`src/rtl/alu_seq.sv`:
```
// Registered ALU with start/busy/done handshake: single-cycle logic/arithmetic,
// multi-cycle shift-add multiply and (with ALU_SEQ_DIV_EN) restoring divide.
//
// state | meaning
// IDLE  | accepting start; single-cycle ops complete here
// MUL   | shift-add multiply, one partial product per clock
// DIV   | restoring divide, one quotient bit per clock
module alu_seq #(
    parameter int WIDTH = 16,
    parameter int SHW   = $clog2(WIDTH)
) (
    input  logic             clk,
    input  logic             rst,
    input  logic             start,
    input  logic [3:0]       operate,
    input  logic [WIDTH-1:0] in0,
    input  logic [WIDTH-1:0] in1,
    output logic [WIDTH-1:0] out,
    output logic [WIDTH-1:0] out_hi,
    output logic             done,
    output logic             busy,
    output logic             zero,
    output logic             carry,
    output logic             ovf,
    output logic             neg,
    output logic             err
);
    localparam int CW = $clog2(WIDTH + 1);

    typedef enum logic [1:0] {IDLE, MUL, DIV} state_t;

    state_t           state;
    logic [WIDTH-1:0] opb;
    logic [WIDTH-1:0] acc_hi;
    logic [WIDTH-1:0] acc_lo;
    logic [CW-1:0]    cnt;

    logic [WIDTH:0]   sum;
    logic [WIDTH:0]   diff;
    logic [WIDTH:0]   mul_sum;
    logic [WIDTH-1:0] r_lo;
    logic [WIDTH-1:0] r_hi;
    logic             r_c;
    logic             r_v;
    logic             r_err;
    logic             go_mul;
    logic [WIDTH-1:0] st_hi;
    logic [WIDTH-1:0] st_lo;
`ifdef ALU_SEQ_DIV_EN
    logic             go_div;
    logic [WIDTH:0]   div_trial;
`endif

    assign sum     = {1'b0, in0} + {1'b0, in1};
    assign diff    = {1'b0, in0} - {1'b0, in1};
    assign mul_sum = {1'b0, acc_hi} + (acc_lo[0] ? {1'b0, opb} : '0);
`ifdef ALU_SEQ_DIV_EN
    // Borrow out of the (WIDTH+1)-bit trial subtract means "restore".
    assign div_trial = {acc_hi, acc_lo[WIDTH-1]} - {1'b0, opb};
`endif

    always_comb begin
        r_lo   = '0;
        r_hi   = '0;
        r_c    = 1'b0;
        r_v    = 1'b0;
        r_err  = 1'b0;
        go_mul = 1'b0;
`ifdef ALU_SEQ_DIV_EN
        go_div = 1'b0;
`endif
        case (operate)
            4'h0: begin
                r_lo = sum[WIDTH-1:0];
                r_c  = sum[WIDTH];
                r_v  = (in0[WIDTH-1] == in1[WIDTH-1]) && (sum[WIDTH-1] != in0[WIDTH-1]);
            end
            4'h1: begin
                r_lo = diff[WIDTH-1:0];
                r_c  = diff[WIDTH];
                r_v  = (in0[WIDTH-1] != in1[WIDTH-1]) && (diff[WIDTH-1] != in0[WIDTH-1]);
            end
            4'h2: r_lo = in0 & in1;
            4'h3: r_lo = in0 | in1;
            4'h4: r_lo = in0 ^ in1;
            4'h5: r_lo = ~in0;
            4'h6: r_lo = in0 << in1[SHW-1:0];
            4'h7: r_lo = in0 >> in1[SHW-1:0];
            4'h8: r_lo = $signed(in0) >>> in1[SHW-1:0];
            4'h9: r_lo = {{(WIDTH-1){1'b0}}, ($signed(in0) < $signed(in1))};
            4'hA: go_mul = 1'b1;
`ifdef ALU_SEQ_DIV_EN
            4'hB: begin
                if (in1 == '0) begin
                    r_lo  = '1;
                    r_hi  = in0;
                    r_err = 1'b1;
                end else begin
                    go_div = 1'b1;
                end
            end
`endif
            default: r_err = 1'b1;
        endcase
    end

    always_comb begin
        st_hi = mul_sum[WIDTH:1];
        st_lo = {mul_sum[0], acc_lo[WIDTH-1:1]};
`ifdef ALU_SEQ_DIV_EN
        if (state == DIV) begin
            if (!div_trial[WIDTH]) begin
                st_hi = div_trial[WIDTH-1:0];
                st_lo = {acc_lo[WIDTH-2:0], 1'b1};
            end else begin
                st_hi = {acc_hi[WIDTH-2:0], acc_lo[WIDTH-1]};
                st_lo = {acc_lo[WIDTH-2:0], 1'b0};
            end
        end
`endif
    end

    always_ff @(posedge clk or posedge rst) begin
        if (rst) begin
            state  <= IDLE;
            cnt    <= '0;
            opb    <= '0;
            acc_hi <= '0;
            acc_lo <= '0;
            out    <= '0;
            out_hi <= '0;
            done   <= 1'b0;
            busy   <= 1'b0;
            zero   <= 1'b0;
            carry  <= 1'b0;
            ovf    <= 1'b0;
            neg    <= 1'b0;
            err    <= 1'b0;
        end else begin
            done <= 1'b0;
            case (state)
                IDLE: begin
                    if (start) begin
                        if (go_mul) begin
                            opb    <= in1;
                            acc_lo <= in0;
                            acc_hi <= '0;
                            cnt    <= CW'(WIDTH);
                            busy   <= 1'b1;
                            state  <= MUL;
                        end
`ifdef ALU_SEQ_DIV_EN
                        else if (go_div) begin
                            opb    <= in1;
                            acc_lo <= in0;
                            acc_hi <= '0;
                            cnt    <= CW'(WIDTH);
                            busy   <= 1'b1;
                            state  <= DIV;
                        end
`endif
                        else begin
                            out    <= r_lo;
                            out_hi <= r_hi;
                            zero   <= (r_lo == '0);
                            neg    <= r_lo[WIDTH-1];
                            carry  <= r_c;
                            ovf    <= r_v;
                            err    <= r_err;
                            done   <= 1'b1;
                        end
                    end
                end
                MUL, DIV: begin
                    acc_hi <= st_hi;
                    acc_lo <= st_lo;
                    cnt    <= cnt - CW'(1);
                    // Last iteration: publish the post-step values directly.
                    if (cnt == CW'(1)) begin
                        out    <= st_lo;
                        out_hi <= st_hi;
                        zero   <= (st_lo == '0);
                        neg    <= st_lo[WIDTH-1];
                        carry  <= 1'b0;
                        ovf    <= 1'b0;
                        err    <= 1'b0;
                        done   <= 1'b1;
                        busy   <= 1'b0;
                        state  <= IDLE;
                    end
                end
                default: state <= IDLE;
            endcase
        end
    end

endmodule

```
`config.mk`:
```
export PLATFORM = sky130hd
export DESIGN_NAME = alu_seq
export DESIGN_NICKNAME = d
export VERILOG_FILES = /design/src/rtl/alu_seq.sv
export SDC_FILE = /design/constraint.sdc
export NUM_CORES = 1
export LEC_CHECK = 0
export CAP_MARGIN = 20
export CORE_UTILIZATION = 54
export DETAILED_ROUTE_END_ITERATION = 10
export PLACE_DENSITY_LB_ADDON = 0.2
export SLEW_MARGIN = 15
export SYNTH_ARGS = -nofsm -noshare
export SYNTH_HDL_FRONTEND = slang
export SYNTH_SLANG_ARGS = --single-unit
```
`constraint.sdc`:
```
create_clock -name clk -period 2.93 [get_ports clk]
set_input_delay 0.4395 -clock clk [delete_from_list [all_inputs] [get_ports clk]]
set_output_delay 0.4395 -clock clk [all_outputs]
set_load 0.05 [all_outputs]
```
======== Yosys cells after proc, flatten, opt, wreduce, memory -nomap -nowiden ========
Index checks and enable logic that the tools add are counted.
word-level totals
  register bits ........................... 94
  output and inout bits ................... 39
  word-level logic and storage cells ...... 113
operators by class
  $add $sub $neg .......................... 4
  magnitude comparators ................... 1
  eq/ne operators ......................... 21
  shift operators ......................... 3
  muxes and demuxes ....................... 52
  bitwise gates (word level) .............. 4
  reductions and logical operators ........ 14
operator list
  kind                number
  $mux 16             11
  $pmux 16 s10        1
  $pmux 16 s2         4
  $add 16x16->17      2
  $logic_not 16->1    2
  $mux 1              20
  $pmux 1 s2          9
  $sub 16x16->17      1
  $and 16x16->16      1
  $eq 4x3->1 const B  4
  $lt 16x16->1        1
  $not 16->16         1
  $or 16x16->16       1
  $shl 16x4->16       1
  $shr 16x4->16       1
  $sshr 16x4->16      1
  $xor 16x16->16      1
  $eq 4x4->1 const B  3
  $reduce_or 11->1    1
  $mux 5              2
  $pmux 5 s2          1
  $reduce_and 3->1    3
  $eq 4x2->1 const B  2
  $ne 2x2->1 const B  4
  other kinds (15)    21

======== Logic depth before layout (Yosys ltp) ========
  depth after elaboration ................. 7
  mapped depth ............................ 15

======== Worst setup path after synthesis ========
Ideal clock, no wire load.
  kind .................................... input port to flip-flop
  start ................................... input port in1[2]
  end ..................................... register zero
  library setup time ...................... 76 ps
  arrival ................................. 3491 ps
  data required time ...................... 2854 ps
  setup slack ............................. -637 ps
  cell stages on the path ................. 14
  path through ............................ inv_1 -> clkbuf_1 -> ha_1 -> buf_4 -> nor3_2 -> a2111oi_4 -> o21bai_1 -> a221o_1 -> a221oi_2 -> o21a_1 -> nor3_1 -> or3_1 -> or4_1 -> o21ai_1
between the ends
  word-level cells in the longest chain between the ends .. 6
RTL lines
  element                                 line  source
  from (decl)                             17    input logic [WIDTH-1:0] in1,
  $sub 16x16->17 (tied with other cells)  55    assign diff = {1'b0, in0} - {1'b0, in1};
  $pmux 16 s10 (*)                        72    case (operate)
  $logic_not 16->1 (*)                    165   zero <= (r_lo == '0);
  $mux 1 (*)                              144   if (go_mul) begin
  $mux 1 (*)                              143   if (start) begin
  $pmux 1 s2 (*)                          141   case (state)
  to (signal assigned)                    165
  to (signal assigned)                    182   zero <= (st_lo == '0);
  to (decl)                               22    output logic zero,
Every way passes the cells marked *; elsewhere a longest branch is shown, timed or not. The select of a mux whose other input is x is not followed.
A chain may end at the register's enable or synchronous reset.

======== Worst setup path in the final report ========
Ends and elaborated chain as after synthesis.

==> key figures <==
Setup path
  – Critical path class: in2reg
  – Critical path peak fanout: 4
  – Worst-path cell chain: buf_8 > clkinvlp_4 > ha_4 > nor3_4 > a2111oi_4 > o21bai_2 > a221o_1 > a221oi_2 > o21a_1 > a21oi_1 > or3_1 > or4_1 > o21ai_1
  – CP Capture Type: flop
  – Slowest CP cell: or4_1
  – Crit path from: in1[2]
  – CP Launch Type: primary input
  – Arr. time, crit path: 3.53 ns
  – R2R Setup Slk: -0.18 ns
  – Worst r2r src: acc_lo[0]
  – Crit path required time: 3.20 ns
  – Critical Path Max Stage Delay: 0.49 ns
  – Bufs and invs on worst path: 2
  – Crit path max-delay family: compound AO/OA/AOI/OAI gates

Layout
  – Multi-input logic area: 6756 um2
  – Commonest non-fill, non-tap cell in the layout: buf_4
  – Layout fillers: 998
  – Nets: 1,587
  – Layout Area Growth over Synthesis: 49.15%
  – Commonest non-fill, non-tap cells in the layout: 321 x buf_4, 137 x nand2_1, 106 x nor2_1, 91 x dfrtp_1, 79 x o21ai_0
  – FF+latch area: 2277 um2
  – Layout Cells excl Fill: 1,698
  – Share of layout cells above drive strength 1: 35.72%

STA
  – Final hold violations: 0
  – Final setup viols: 7
  – Hold slack: 0.4502 ns
  – Worst-Margin Slew: 0.6974 ns
  – Final worst-path setup slack: -0.3332 ns
  – Unrepaired setup endpoints after global routing: true
  – Min cycle time layout: 3.263 ns
  – Relative max-transition margin: 53.41%
  – Max Fclk: 306.4 MHz
  – Fin crit share: 111.4%
  – Final Skew: 0.009053 ns
  – Final Max Tran Viols: 0

Yosys
  – Asr flop ratio synth: 100.0%
  – Netlist cell types: 78
  – Top_reg_cell synth: dfrtp_1
  – Post-synthesis register bit count: 91
  – Cell Area, Synth: 8910 um2
  – Post-synthesis sequential area ratio: 25.56%
  – Mapped Cells: 1,128
  – Synth Warn #: 0
  – Mapped Avg Cell Area: 7.899 um2
  – Syn nets: 1,239
  – EDFF count, synth: 0

Clock network
  – Cts hold-fix bufs: 0
  – CTS Root Cell: clkbuf_16
  – Clk Latency, worst-skew pair: 0.35 ns
  – # clock sinks: 91
  – CTS clock-pin slew for the worst setup and hold paths: 0.07 ns
  – # H-tree levels: 3
  – CTS tree: yes
  – Cts bufs inserted: 9
  – Longest Clk Path Bufs: 2

Global route
  – Largest net degree at the start of global routing: 47
  – Vias in the first global route: 10,650
  – Total GRT Usage: 46.28%
  – First-pass GRT wire length: 59,000 um
  – Grt ovf: 0
  – Initial antenna violation count: 3

Power
  – Pwr/cell area: 619.8 nW/um2
  – VDD IR max: 0.0007365 V
  – Leak: 6.165 nW

Routing
  – Antenna viol nets, final: 0
  – Total Wirelength: 41,220 um
  – Routed vias: 11,330
  – Mean routed wirelength per cell: 24.28 um
  – DR pass1 iterations: 9
  – Drc violations: 0
  – Vias per Instance: 6.674
  – Starting DRT DRC Count: 1,594

Floorplan
  – Die Span Y: 130.5 um
  – Cell Rows: 46
  – Die width: 130.5 um
  – Initial Util: 55.69%
  – Core area: 16,000 um2
  – Die area: 17,020 um2
  – Top Ports: 78

Job
  – Max_cap viols: 0

Outcome
  – Status: complete, but fails checks
  – Failing checks: setup timing

Placement
  – Placed instance count: 1,643
  – Gp weighted congestion: 1.023
  – I/O Buffers: 77
  – Placed wire-length estimate: 28,810 um

Worst hold path
  – Worst min-delay path category: in2async
==> cells in the mapped netlist (all sizes together) (13+ instances only) <==
cell type | number | area (um2)
nand2 | 140 | 525.5
mux2i | 21 | 210.2
mux4 | 21 | 473.0
ha | 69 | 863.3
a211oi | 14 | 105.1
inv | 60 | 225.2
nor3 | 30 | 155.1
nor2 | 112 | 420.4
and2 | 24 | 150.1
dfrtp | 91 | 2277
o211ai | 13 | 97.59
buf | 27 | 148.9
clkbuf | 51 | 191.4
o21ai | 99 | 495.5
nand3 | 30 | 150.1
a21oi | 81 | 405.4
==> final cells by class <==
cell class                      instances  area share [%]
Clock buffer                            9           1.695
Multi-Input combinational cell        899           50.84
Clock inverter                          7          0.5555
Tap cell                              216           2.034
Antenna cell                            1         0.01883
Timing Repair Buffer                  415           25.73
Sequential cell                        91           17.14
Inverter                               60           1.987
==> registers in the layout, indices dropped and copies added (netlist names) <==
signal / cells
cnt: 5
acc_hi: 16
out: 16
busy: 1
ovf: 1
acc_lo: 16
opb: 16
zero: 1
out_hi: 16
done: 1
carry: 1
err: 1
==> metal layers <==
layer | GRT usage [%] | vias to the layer above | wire length [um] | part of all wire (%)
met4 | 31.17 | 4 | 3441 | 8.3
li1 | - | 4806 | - | -
met2 | 74.56 | 934 | 18180 | 44
met3 | 11.40 | 311 | 4979 | 12
met1 | 54.86 | 5278 | 14600 | 35
met5 | 0 | - | 27 | 0.065
==> through the flow <==
| step | TNS, ns | area, um2 | power [mW] | worst slack, ns | utilization, % |
|---|---|---|---|---|---|
| 4_1_cts | -0.4157 | 12910 | 7.846 | -0.3186 | 80.66 |
| 2_1_floorplan | -0.7795 | 9027 | 4.708 | -0.4841 | - |
| 6_report | -1.190 | 13290 | 8.236 | -0.3332 | 83.05 |
| 3_5_place_dp | -15.09 | 12020 | 6.416 | -1.234 | 75.11 |
| 5_1_grt | -5.508 | 13290 | 8.616 | -0.3742 | 83.05 |
| 3_3_place_gp | -13.78 | 12020 | 6.237 | -1.188 | 75.11 |
==> cells by family after synthesis <==
family	Yosys count	synth area share, %
AOI/OAI and AO/OA	346	25.39
DFF	91	25.56
xor gates and xnor gates	18	1.769
adders and majority gates	72	10.36
and+or+nand+nor	409	21.39
muxes	54	9.184
buffers and inverters	138	6.347
==> where the power goes <==
part	total (mW)	internal [mW]	switching (mW)
logic	4.85	1.86	2.99
registers	2.19	1.77	0.415
clock network	1.19	0.668	0.527
==> worst paths after layout <==
kind | cells past startpoint | to
worst min-delay path | 2 | acc_lo[15]
max in group asynchronous | 4 | out_hi[11]
worst min register to register | 2 | opb[11]
worst max-delay path | 13 | zero
min in group clk | 2 | opb[11]
worst max register to register | 13 | out_hi[14]
==> timing repair <==
action	in CTS	in global routing
cloned	0	1
pin swaps	55	57
endpoints found under the setup margin	23	22
buffers inserted	21	18
resized for setup	174	75
Note: power is estimated with default switching activity, not from simulation.
